<file path="src/rtl/mem_arbiter.sv">
// mem_arbiter: round-robin req/ack arbiter sharing one single-port memory
// between the CPU datapath (port 0) and the loader/debug port (port 1).
// Each grant runs one memory operation through IDLE -> ISSUE -> RESP -> ACK.
module mem_arbiter #(
  parameter int ADDR_W = 8,
  parameter int DATA_W = 8
) (
  input  logic              clk,
  input  logic              reset,
  input  logic              req0,
  input  logic              req1,
  input  logic              we0,
  input  logic              we1,
  input  logic [ADDR_W-1:0] addr0,
  input  logic [ADDR_W-1:0] addr1,
  input  logic [DATA_W-1:0] wdata0,
  input  logic [DATA_W-1:0] wdata1,
  output logic              ack0,
  output logic              ack1,
  output logic [DATA_W-1:0] rdata,
  output logic              busy,
  output logic [ADDR_W-1:0] mem_addr,
  output logic [DATA_W-1:0] mem_val,
  output logic              mem_get,
  output logic              mem_set,
  input  logic [DATA_W-1:0] mem_out
);

  typedef enum logic [1:0] {
    S_IDLE,
    S_ISSUE,
    S_RESP,
    S_ACK
  } state_t;

  state_t              state_q, state_d;
  logic                last_q, last_d;   // port granted most recently
  logic                gnt_q, gnt_d;     // current grantee
  logic                we_q, we_d;
  logic [ADDR_W-1:0]   addr_q, addr_d;
  logic [DATA_W-1:0]   wdata_q, wdata_d;
  logic [DATA_W-1:0]   rdata_q, rdata_d;

  // State and transaction registers, cleared asynchronously.
  always_ff @(posedge clk or posedge reset) begin
    if (reset) begin
      state_q <= S_IDLE;
      last_q  <= 1'b1;
      gnt_q   <= 1'b0;
      we_q    <= 1'b0;
      addr_q  <= '0;
      wdata_q <= '0;
      rdata_q <= '0;
    end else begin
      state_q <= state_d;
      last_q  <= last_d;
      gnt_q   <= gnt_d;
      we_q    <= we_d;
      addr_q  <= addr_d;
      wdata_q <= wdata_d;
      rdata_q <= rdata_d;
    end
  end

  // Next-state: arbitrate and latch the request in IDLE, capture read data in RESP.
  always_comb begin
    state_d = state_q;
    last_d  = last_q;
    gnt_d   = gnt_q;
    we_d    = we_q;
    addr_d  = addr_q;
    wdata_d = wdata_q;
    rdata_d = rdata_q;
    case (state_q)
      S_IDLE: begin
        if (req0 || req1) begin
          // On a tie the port not served last wins; otherwise the lone requester.
          gnt_d   = (req0 && req1) ? ~last_q : req1;
          we_d    = gnt_d ? we1    : we0;
          addr_d  = gnt_d ? addr1  : addr0;
          wdata_d = gnt_d ? wdata1 : wdata0;
          last_d  = gnt_d;
          state_d = S_ISSUE;
        end
      end
      S_ISSUE: state_d = S_RESP;
      S_RESP: begin
        if (!we_q) rdata_d = mem_out;
        state_d = S_ACK;
      end
      S_ACK:   state_d = S_IDLE;
      default: state_d = S_IDLE;
    endcase
  end

  // Outputs decoded purely from registered state; no path from req inputs.
  always_comb begin
    mem_addr = addr_q;
    mem_val  = wdata_q;
    mem_get  = (state_q == S_ISSUE) && !we_q;
    mem_set  = (state_q == S_ISSUE) &&  we_q;
    ack0     = (state_q == S_ACK) && !gnt_q;
    ack1     = (state_q == S_ACK) &&  gnt_q;
    busy     = (state_q != S_IDLE);
    rdata    = rdata_q;
  end

endmodule

</file>
<file path="config.mk">
export PLATFORM = sky130hd
export DESIGN_NAME = mem_arbiter
export DESIGN_NICKNAME = d
export VERILOG_FILES = /design/src/rtl/mem_arbiter.sv
export SDC_FILE = /design/constraint.sdc
export NUM_CORES = 1
export LEC_CHECK = 0
export BUFFER_PORTS_ARGS = -buffer_cell sky130_fd_sc_hd__buf_2
export CAP_MARGIN = 20
export CORE_UTILIZATION = 40
export CTS_BUF_LIST = sky130_fd_sc_hd__clkbuf_4 sky130_fd_sc_hd__clkbuf_8 sky130_fd_sc_hd__clkbuf_16
export CTS_CLUSTER_SIZE = 14
export DETAILED_ROUTE_END_ITERATION = 7
export PLACE_DENSITY_LB_ADDON = 0.08
export SLEW_MARGIN = 30
export SYNTH_ARGS = -nofsm -noshare
export SYNTH_HDL_FRONTEND = slang
export SYNTH_SLANG_ARGS = --single-unit
</file>
<file path="constraint.sdc">
create_clock -name clk -period 1.45 [get_ports clk]
set_input_delay 0.145 -clock clk [delete_from_list [all_inputs] [get_ports clk]]
set_output_delay 0.145 -clock clk [all_outputs]
set_load 0.005 [all_outputs]
</file>
Word-level counts from Yosys, hierarchy flattened
Cells that the tools add are included. Widths: inputs -> output; s select.

Memories kept: 0. Bits in latches: 0. Input port bits: 46. Output and inout port bits: 29. Logic and storage cells: 31. Memory bits (read-only): 0. Flip-flop bits (word level): 29. Bits in writable memories: 0.

Multipliers: 0. $add $sub $neg: 0. Reductions and logical operators: 12. Equal/unequal tests: 4. $lt $le $gt $ge: 0. Div/mod/pow operators: 0. Shift operators: 0. Multiplexer cells: 6. Bitwise operators: 2.

Operators with widths (count): $mux 8 (2); $pmux 2 s4 (1); $logic_and 1x1->1 (5); $eq 2x2->1 const B (2); $reduce_and 2->1 (2); $eq 2x1->1 const B (1); $logic_not 1->1 (2); $logic_not 2->1 (1); $mux 1 (2); $mux 2 (1); $ne 2x2->1 const B (1); $not 1->1 (2); $reduce_bool 2->1 (1); $logic_or 1x1->1 (1).

Depth between registers and ports, before layout
Gate-level depths: netlist of run 1.

Depth in word-level cells: 3. Gate-level depth with buffers: 7. Mapped depth without buffers: 5.

Least setup slack after synthesis of run 1
OpenSTA, ideal clock, no wires.

Path type: register to register. From: register state_q[0]. To: register state_q[1]. Arrival time: 1.401 ns. Data required time: 1.325 ns. Period minus slack after synthesis: 1.526 ns. Stages on the path, launching flop included: 5. Path buffers: 0. Path slack: -0.076 ns. Setup time: 0.125 ns. Cells stage by stage: dfrtp_1 -> inv_1 -> ha_1 -> nor3b_1 -> mux2_2.

Word-level cells in the longest chain between the ends: 2. Elaborated cells on any way between the ends: 6. Those cells by class: eq/ne: 4; mux: 1; reduce/logical: 1.

Ends and longest elaborated chain: start: declaration (line 36) `state_t state_q, state_d;`; start signal: assignment (line 55) `state_q <= state_d;`; $eq 2x2->1, or another cell as far along (line 74) `case (state_q)`; $pmux 2 s4 or $ne 2x2->1 (tied branches).

Several ways; a longest one is shown, not always the timed one. A chain may end at the register's enable or synchronous reset.

Worst setup path after layout of run 1
From: register state_q[1]. To: output mem_get.

Word-level cells in the longest chain between the ends: 2.

Ends and longest elaborated chain: $eq 2x1->1 (line 100) `mem_get = (state_q == S_ISSUE) && !we_q;`; $logic_and 1x1->1 (line 100); end: declaration (line 24) `output logic mem_get,`.

Every way passes these cells.

==> qor.yml, run 1 <==
grt_pass1_vias: 1113
ys_seq_area_frac: 0.507
h-tree-depth: 2
ys_ff_latch: 29
drtIter0Drc: 61
place_ws_ns: -0.0375
netlist_instances: 139
grt_pass1_wl_um: 4820
drt_pass1_iterations: 4
ys_types: 22
synth-adder-area-share: 0.0437
synth_common_cells: "dfrtp_1, a21oi_1, nand2_1, nor2_1, a21oi_2"
period_share: 1.01
cp.required_ns: 1.31
cts_num_sinks: 29
synth_xor_area_frac: 0
grt_max_degree: 19
place_area_um2: 1860
max_slew_margin: 0.648
die_h_um: 61.8
synth_top_area_share: 0.489
violations: "negative setup slack"
hold_violations: 0
path_clk_slew_ns: 0.09
worst-path-buf-inv: 3
synth_nets: 190
setup_ws_ns: -0.00952
crit_chain: "inv_2, buf_6, ha_4, nor2b_1, buf_2"
critPathMaxStageDelay_ns: 0.41
ctsLongestPathBuffers: 2
hp-class: "primary input to register"
power-per-cell-area_nw_per_um2: 2050
viasPerCell: 4.81
regArea_um2: 727
syn-cell-area_um2: 1430
ioPinCount: 75
status: "finished with violations"
die_w_um: 61.8
synth_edf_count: 0
route.vias.total: 1304
ys_top_cells_by_area: "dfrtp_1, a21oi_1, mux2_2"
synthMuxAreaShare: 0.0707
arrival_ns: 1.31
wirelength_um: 3410
crit_slowest_cell: "dfrtp_1"
drc: 0
root_buffer: "clkbuf_4"
grtUsageTotal: 0.180
initial_core_util: 0.423
synth_top_cell_by_area: "dfrtp_1"
cts_made_buffers: 5
syn_avg_cell_area_um2: 10.3
fill_cells: 282
ant_nets: 0
yosys_warnings: 0
tightest_slew_ns: 0.526
tritoncts: "built"
clock_latency_ns: 0.32
ir_drop_mv: 1.12
die_area_um2: 3820
rsz0062_at_grt: "true"
routedWlPerCell_um: 12.6
yosys.area_share.simple: 0.122
area_growth_pct: 45.9
multi_input_comb_area_um2: 699
design_area_um2: 2090
critPathKind: "register to output pin"
port_buffers: 74
critPathTopFamily: "flip-flops"
drive_above_1_share: 0.569
gp_congestion: 0.748
nNetsFinal: 275
synth_most_common_cell: "dfrtp_1"
maxSlewViolCount: 0
drv_cap: 0
period_minus_slack_ns: 1.46
synth_top_family_by_area: "compound AO/OA/AOI/OAI gates"
overflow: 0
coreArea_um2: 3390
dp_hpwl_um: 2450
antennaDiodeCount: 0
synthArstFlopShare: 1.00
p_leak_nw: 1.02
cp-start-kind: "register"
rows: 21
max_freq_mhz: 685
synth_compound_area_frac: 0.194
fin_worst_skew_ns: 0.00655
endpoint_kind: "output pin"
setup_viol: 1
antenna_found_initial: 0
worstPathMaxFanout: 3
synthFlopType: "dfrtp_1"
[placed cells by master (no fill, tap or decap), drive strengths merged]
cell	count
dlygate4sd3	1
mux2	9
a21boi	1
bufinv	1
nor3	1
inv	4
clkbuf	7
dfstp	1
nor2	17
o21a	1
nand2	18
ha	5
o21ai	2
dfrtp	28
nor2b	3
nor3b	1
buf	85
a31oi	1
and2	2
a21bo	1
a21oi	36
[worst paths after layout]
kind / depth (start not counted) / endpoint / slack [ns] / from
max in group asynchronous: 4 / last_q$_DFFE_PP1P_ / 0.82 / reset
hold / removal: 3 / mem_addr[7]$_DFFE_PP0P_ / 0.04 / addr0[7]
setup / recovery: 5 / mem_get / -0.01 / state_q[1]$_DFFE_PP0P_
hold reg to reg: 1 / rdata[2]$_DFFE_PP0P_ / 0.51 / rdata[2]$_DFFE_PP0P_
setup reg to reg: 5 / rdata[0]$_DFFE_PP0P_ / 0.02 / state_q[0]$_DFFE_PP0P_
min in group asynchronous: 4 / gnt_q$_DFFE_PP0P_ / 0.39 / reset
[flip-flops by register name (all words and copies together), names as in the netlist]
register  cells
gnt_q         1
last_q        1
mem_addr      8
mem_val       8
rdata         8
state_q       2
we_q          1
[kinds of logic (layout without fill, tap and decap cells)]
kind of cell,Yosys count,after routing
adders and majority gates,5,5
DFF,29,29
AOI/OAI and AO/OA,42,42
and+or+nand+nor,42,42
buffers and inverters,12,98
muxes,9,9
[worst reg2reg max path, delay by kind of cell (launching register included)]
kind                     cells  cell delay, ns
multiplexers                 1            0.34
AND/OR/NAND/NOR              1            0.13
buffers and inverters        2            0.27
flip-flops                   1            0.42
adder cells (fa/ha/maj)      1            0.15
[area by class of cell]
| class | instances | area share |
|---|---|---|
| clock inverters | 1 | 0.0144 |
| well taps | 46 | 0.0275 |
| repair buffers | 86 | 0.241 |
| flip-flops and latches | 29 | 0.348 |
| clock buffers | 7 | 0.0281 |
| inverters | 4 | 0.00718 |
| multi-input cells | 98 | 0.335 |
[routing by layer]
metal | part of all wire | global-route usage | vias to the layer above
li1 | - | - | 637
met1 | 0.42 | 0.213 | 613
met2 | 0.51 | 0.307 | 49
met3 | 0.056 | 0.0435 | 5
met4 | 0.011 | 0.0857 | 0
met5 | 0 | 0 | -
[power by group]
group / leakage (nW) / switching [mW] / total [mW] / internal, mW
Combinational: 0.640 / 0.970 / 2.09 / 1.12
Sequential: 0.331 / 0.255 / 1.49 / 1.24
Clock: 0.0489 / 0.280 / 0.711 / 0.430
Total: 1.02 / 1.50 / 4.29 / 2.79
[through the flow]
step                       TNS, ns  utilization  hold WS [ns]  instances  power (mW)
after floorplan                  0            -         0.222        139        2.58
after detailed placement    -0.290        0.548         0.177        258        3.29
after CTS                 -0.00992        0.583        0.0383        268        4.05
after global placement           0        0.548         0.179        258        3.20
final                     -0.00952        0.617        0.0436        271        4.29
after global routing        -0.276        0.617        0.0315        271        4.65
[what timing repair did]
item | 4_1_cts | 5_1_grt
hold buffers | 1 | 0
endpoints found under the hold margin | 28 | 0
buffers inserted | 1 | 3
endpoints found under the setup margin | 22 | 28
resized for setup | 6 | 17
pin swaps | 0 | 1
Note: power is estimated with default switching activity, not from simulation.
==> run 2, diff against run 1 <==
--- a/config.mk
+++ b/config.mk
@@ -5,10 +5,11 @@
 export SDC_FILE = /design/constraint.sdc
 export NUM_CORES = 1
 export LEC_CHECK = 0
-export BUFFER_PORTS_ARGS = -buffer_cell sky130_fd_sc_hd__buf_2
+export BUFFER_PORTS_ARGS = -buffer_cell sky130_fd_sc_hd__clkbuf_2
 export CAP_MARGIN = 20
 export CORE_UTILIZATION = 40
 export CTS_BUF_LIST = sky130_fd_sc_hd__clkbuf_4 sky130_fd_sc_hd__clkbuf_8 sky130_fd_sc_hd__clkbuf_16
+export CTS_CLUSTER_DIAMETER = 40
 export CTS_CLUSTER_SIZE = 14
 export DETAILED_ROUTE_END_ITERATION = 7
 export PLACE_DENSITY_LB_ADDON = 0.08
@@ -16,3 +17,4 @@
 export SYNTH_ARGS = -nofsm -noshare
 export SYNTH_HDL_FRONTEND = slang
 export SYNTH_SLANG_ARGS = --single-unit
+export TNS_END_PERCENT = 20
==> qor.yml, run 2 (synthesized netlist as in run 1, its figures left out) <==
clock_latency_ns: 0.32  # about the same
initial_core_util: 0.423  # unchanged
crit_chain: "inv_2, ha_4, nor2b_1, buf_4, mux2_2"  # was inv_2, buf_6, ha_4, nor2b_1, buf_2
max_freq_mhz: 697  # was 685 MHz
period_minus_slack_ns: 1.44  # was 1.46 ns
ctsLongestPathBuffers: 2  # unchanged
fin_worst_skew_ns: 0.00748  # was 0.00655 ns
overflow: 0  # unchanged
utilization: 0.598  # was 0.617
critPathMaxStageDelay_ns: 0.40  # was 0.41 ns
finalSetupTns_ns: 0  # was -0.00952 ns
crit_slowest_cell: "dfrtp_1"  # unchanged
viasPerCell: 4.78  # was 4.81
tritoncts: "built"  # unchanged
cp-start-kind: "register"  # unchanged
antenna_found_initial: 0  # unchanged
drv_cap: 0  # unchanged
critPathTopFamily: "flip-flops"  # unchanged
setup_ws_ns: 0.0146  # was -0.00952 ns
final_cell_mix: "clkbuf_2, dfrtp_1, a21oi_1"  # was buf_2, dfrtp_1, a21oi_1
whs_ns: 0.0339  # was 0.0436 ns
place_area_um2: 1860  # about the same
routedWlPerCell_um: 12.4  # was 12.6 µm
hold_violations: 0  # unchanged
die_area_um2: 3820  # unchanged
tightest_slew_ns: 0.775  # was 0.526 ns
dp_hpwl_um: 2480  # was 2450 µm
drive_above_1_share: 0.564  # was 0.569
worst-path-buf-inv: 2  # was 3
die_w_um: 61.8  # unchanged
final_common_cell: "clkbuf_2"  # was buf_2
gp_congestion: 0.751  # was 0.748
port_buffers: 74  # unchanged
grtUsageTotal: 0.182  # was 0.180
route.vias.total: 1296  # was 1304
drtIter0Drc: 51  # was 61
nNetsFinal: 276  # was 275
die_h_um: 61.8  # unchanged
r2r_slack_ns: 0.01  # was 0.02 ns
rows: 21  # unchanged
critPathKind: "register to register"  # was register to output pin
grt_max_degree: 19  # unchanged
area_growth_pct: 41.5  # was 45.9%
power_mw: 4.01  # was 4.29 mW
cts_num_sinks: 29  # unchanged
path_clk_slew_ns: 0.09  # about the same
arrival_ns: 1.65  # was 1.31 ns
dp.cells: 260  # was 258
h-tree-depth: 2  # unchanged
ioPinCount: 75  # unchanged
coreArea_um2: 3390  # unchanged
period_share: 0.990  # was 1.01
ant_nets: 0  # unchanged
hp-class: "primary input to register"  # unchanged
maxSlewViolCount: 0  # unchanged
drt_pass1_iterations: 4  # unchanged
place_ws_ns: 0.0182  # was -0.0375 ns
ir_drop_mv: 1.10  # was 1.12 mV
setup_viol: 0  # was 1
antennaDiodeCount: 0  # unchanged
grt_pass1_wl_um: 4910  # was 4820 µm
cp.required_ns: 1.67  # was 1.31 ns
endpoint_kind: "register"  # was output pin
worstPathMaxFanout: 8  # was 3
rsz0062_at_grt: "true"  # unchanged
max_slew_margin: 0.483  # was 0.648
p_leak_nw: 1.02  # about the same
power-per-cell-area_nw_per_um2: 1980  # was 2050 nW/µm²
design_area_um2: 2030  # was 2090 µm²
wirelength_um: 3360  # was 3410 µm
grt_pass1_vias: 1151  # was 1113
drc: 0  # unchanged
layout.cells.non_filler: 271  # unchanged
cts_made_buffers: 5  # unchanged
status: "completed"  # was finished with violations
root_buffer: "clkbuf_4"  # unchanged
run 2: worst register-to-register path, cell delays in order (launching register included):
cell and delay (ns):
dfrtp_1 0.40, inv_2 0.14, ha_4 0.15, nor2b_1 0.12, buf_4 0.17, mux2_2 0.34
run 2: cell type report:
cell class | instances | area (µm²)
timing repair buffer | 87 | 492
sequential | 29 | 727
multi-input combinational | 98 | 677
fill | 308 | 1360
clock buffer | 7 | 58.8
inverter | 4 | 15.0
tap | 46 | 57.6
run 2: routing by layer:
| metal | global-route usage | routed length (µm) | share of wire |
|---|---|---|---|
| met1 | 0.225 | 1480 | 0.44 |
| met2 | 0.293 | 1620 | 0.48 |
| met3 | 0.0393 | 192 | 0.057 |
| met4 | 0.105 | 68 | 0.020 |
| met5 | 0 | 0 | 0 |
run 2: path summary, 6_finish.rpt:
| kind | startpoint | endpoint | depth (start not counted) |
|---|---|---|---|
| min in group asynchronous | reset | state_q[0]$_DFFE_PP0P_ | 4 |
| setup / recovery | state_q[0]$_DFFE_PP0P_ | rdata[3]$_DFFE_PP0P_ | 5 |
| hold reg to reg | rdata[3]$_DFFE_PP0P_ | rdata[3]$_DFFE_PP0P_ | 1 |
| hold / removal | wdata0[3] | mem_val[3]$_DFFE_PP0P_ | 3 |
| max in group asynchronous | reset | last_q$_DFFE_PP1P_ | 4 |
| setup reg to reg | state_q[0]$_DFFE_PP0P_ | rdata[3]$_DFFE_PP0P_ | 5 |
run 2: what timing repair did:
item | in CTS | in global routing
pin swaps | 1 | 1
setup buffers | 1 | 2
endpoints found under the hold margin | 28 | 0
hold buffers | 1 | 0
setup endpoints to repair | 4 | 13
gates resized for setup | 5 | 15
run 2: report_power, final:
part | total (mW) | switching (mW) | internal (mW)
registers | 1.49 | 0.249 | 1.24
clock network | 0.512 | 0.265 | 0.247
logic | 2.01 | 0.954 | 1.06
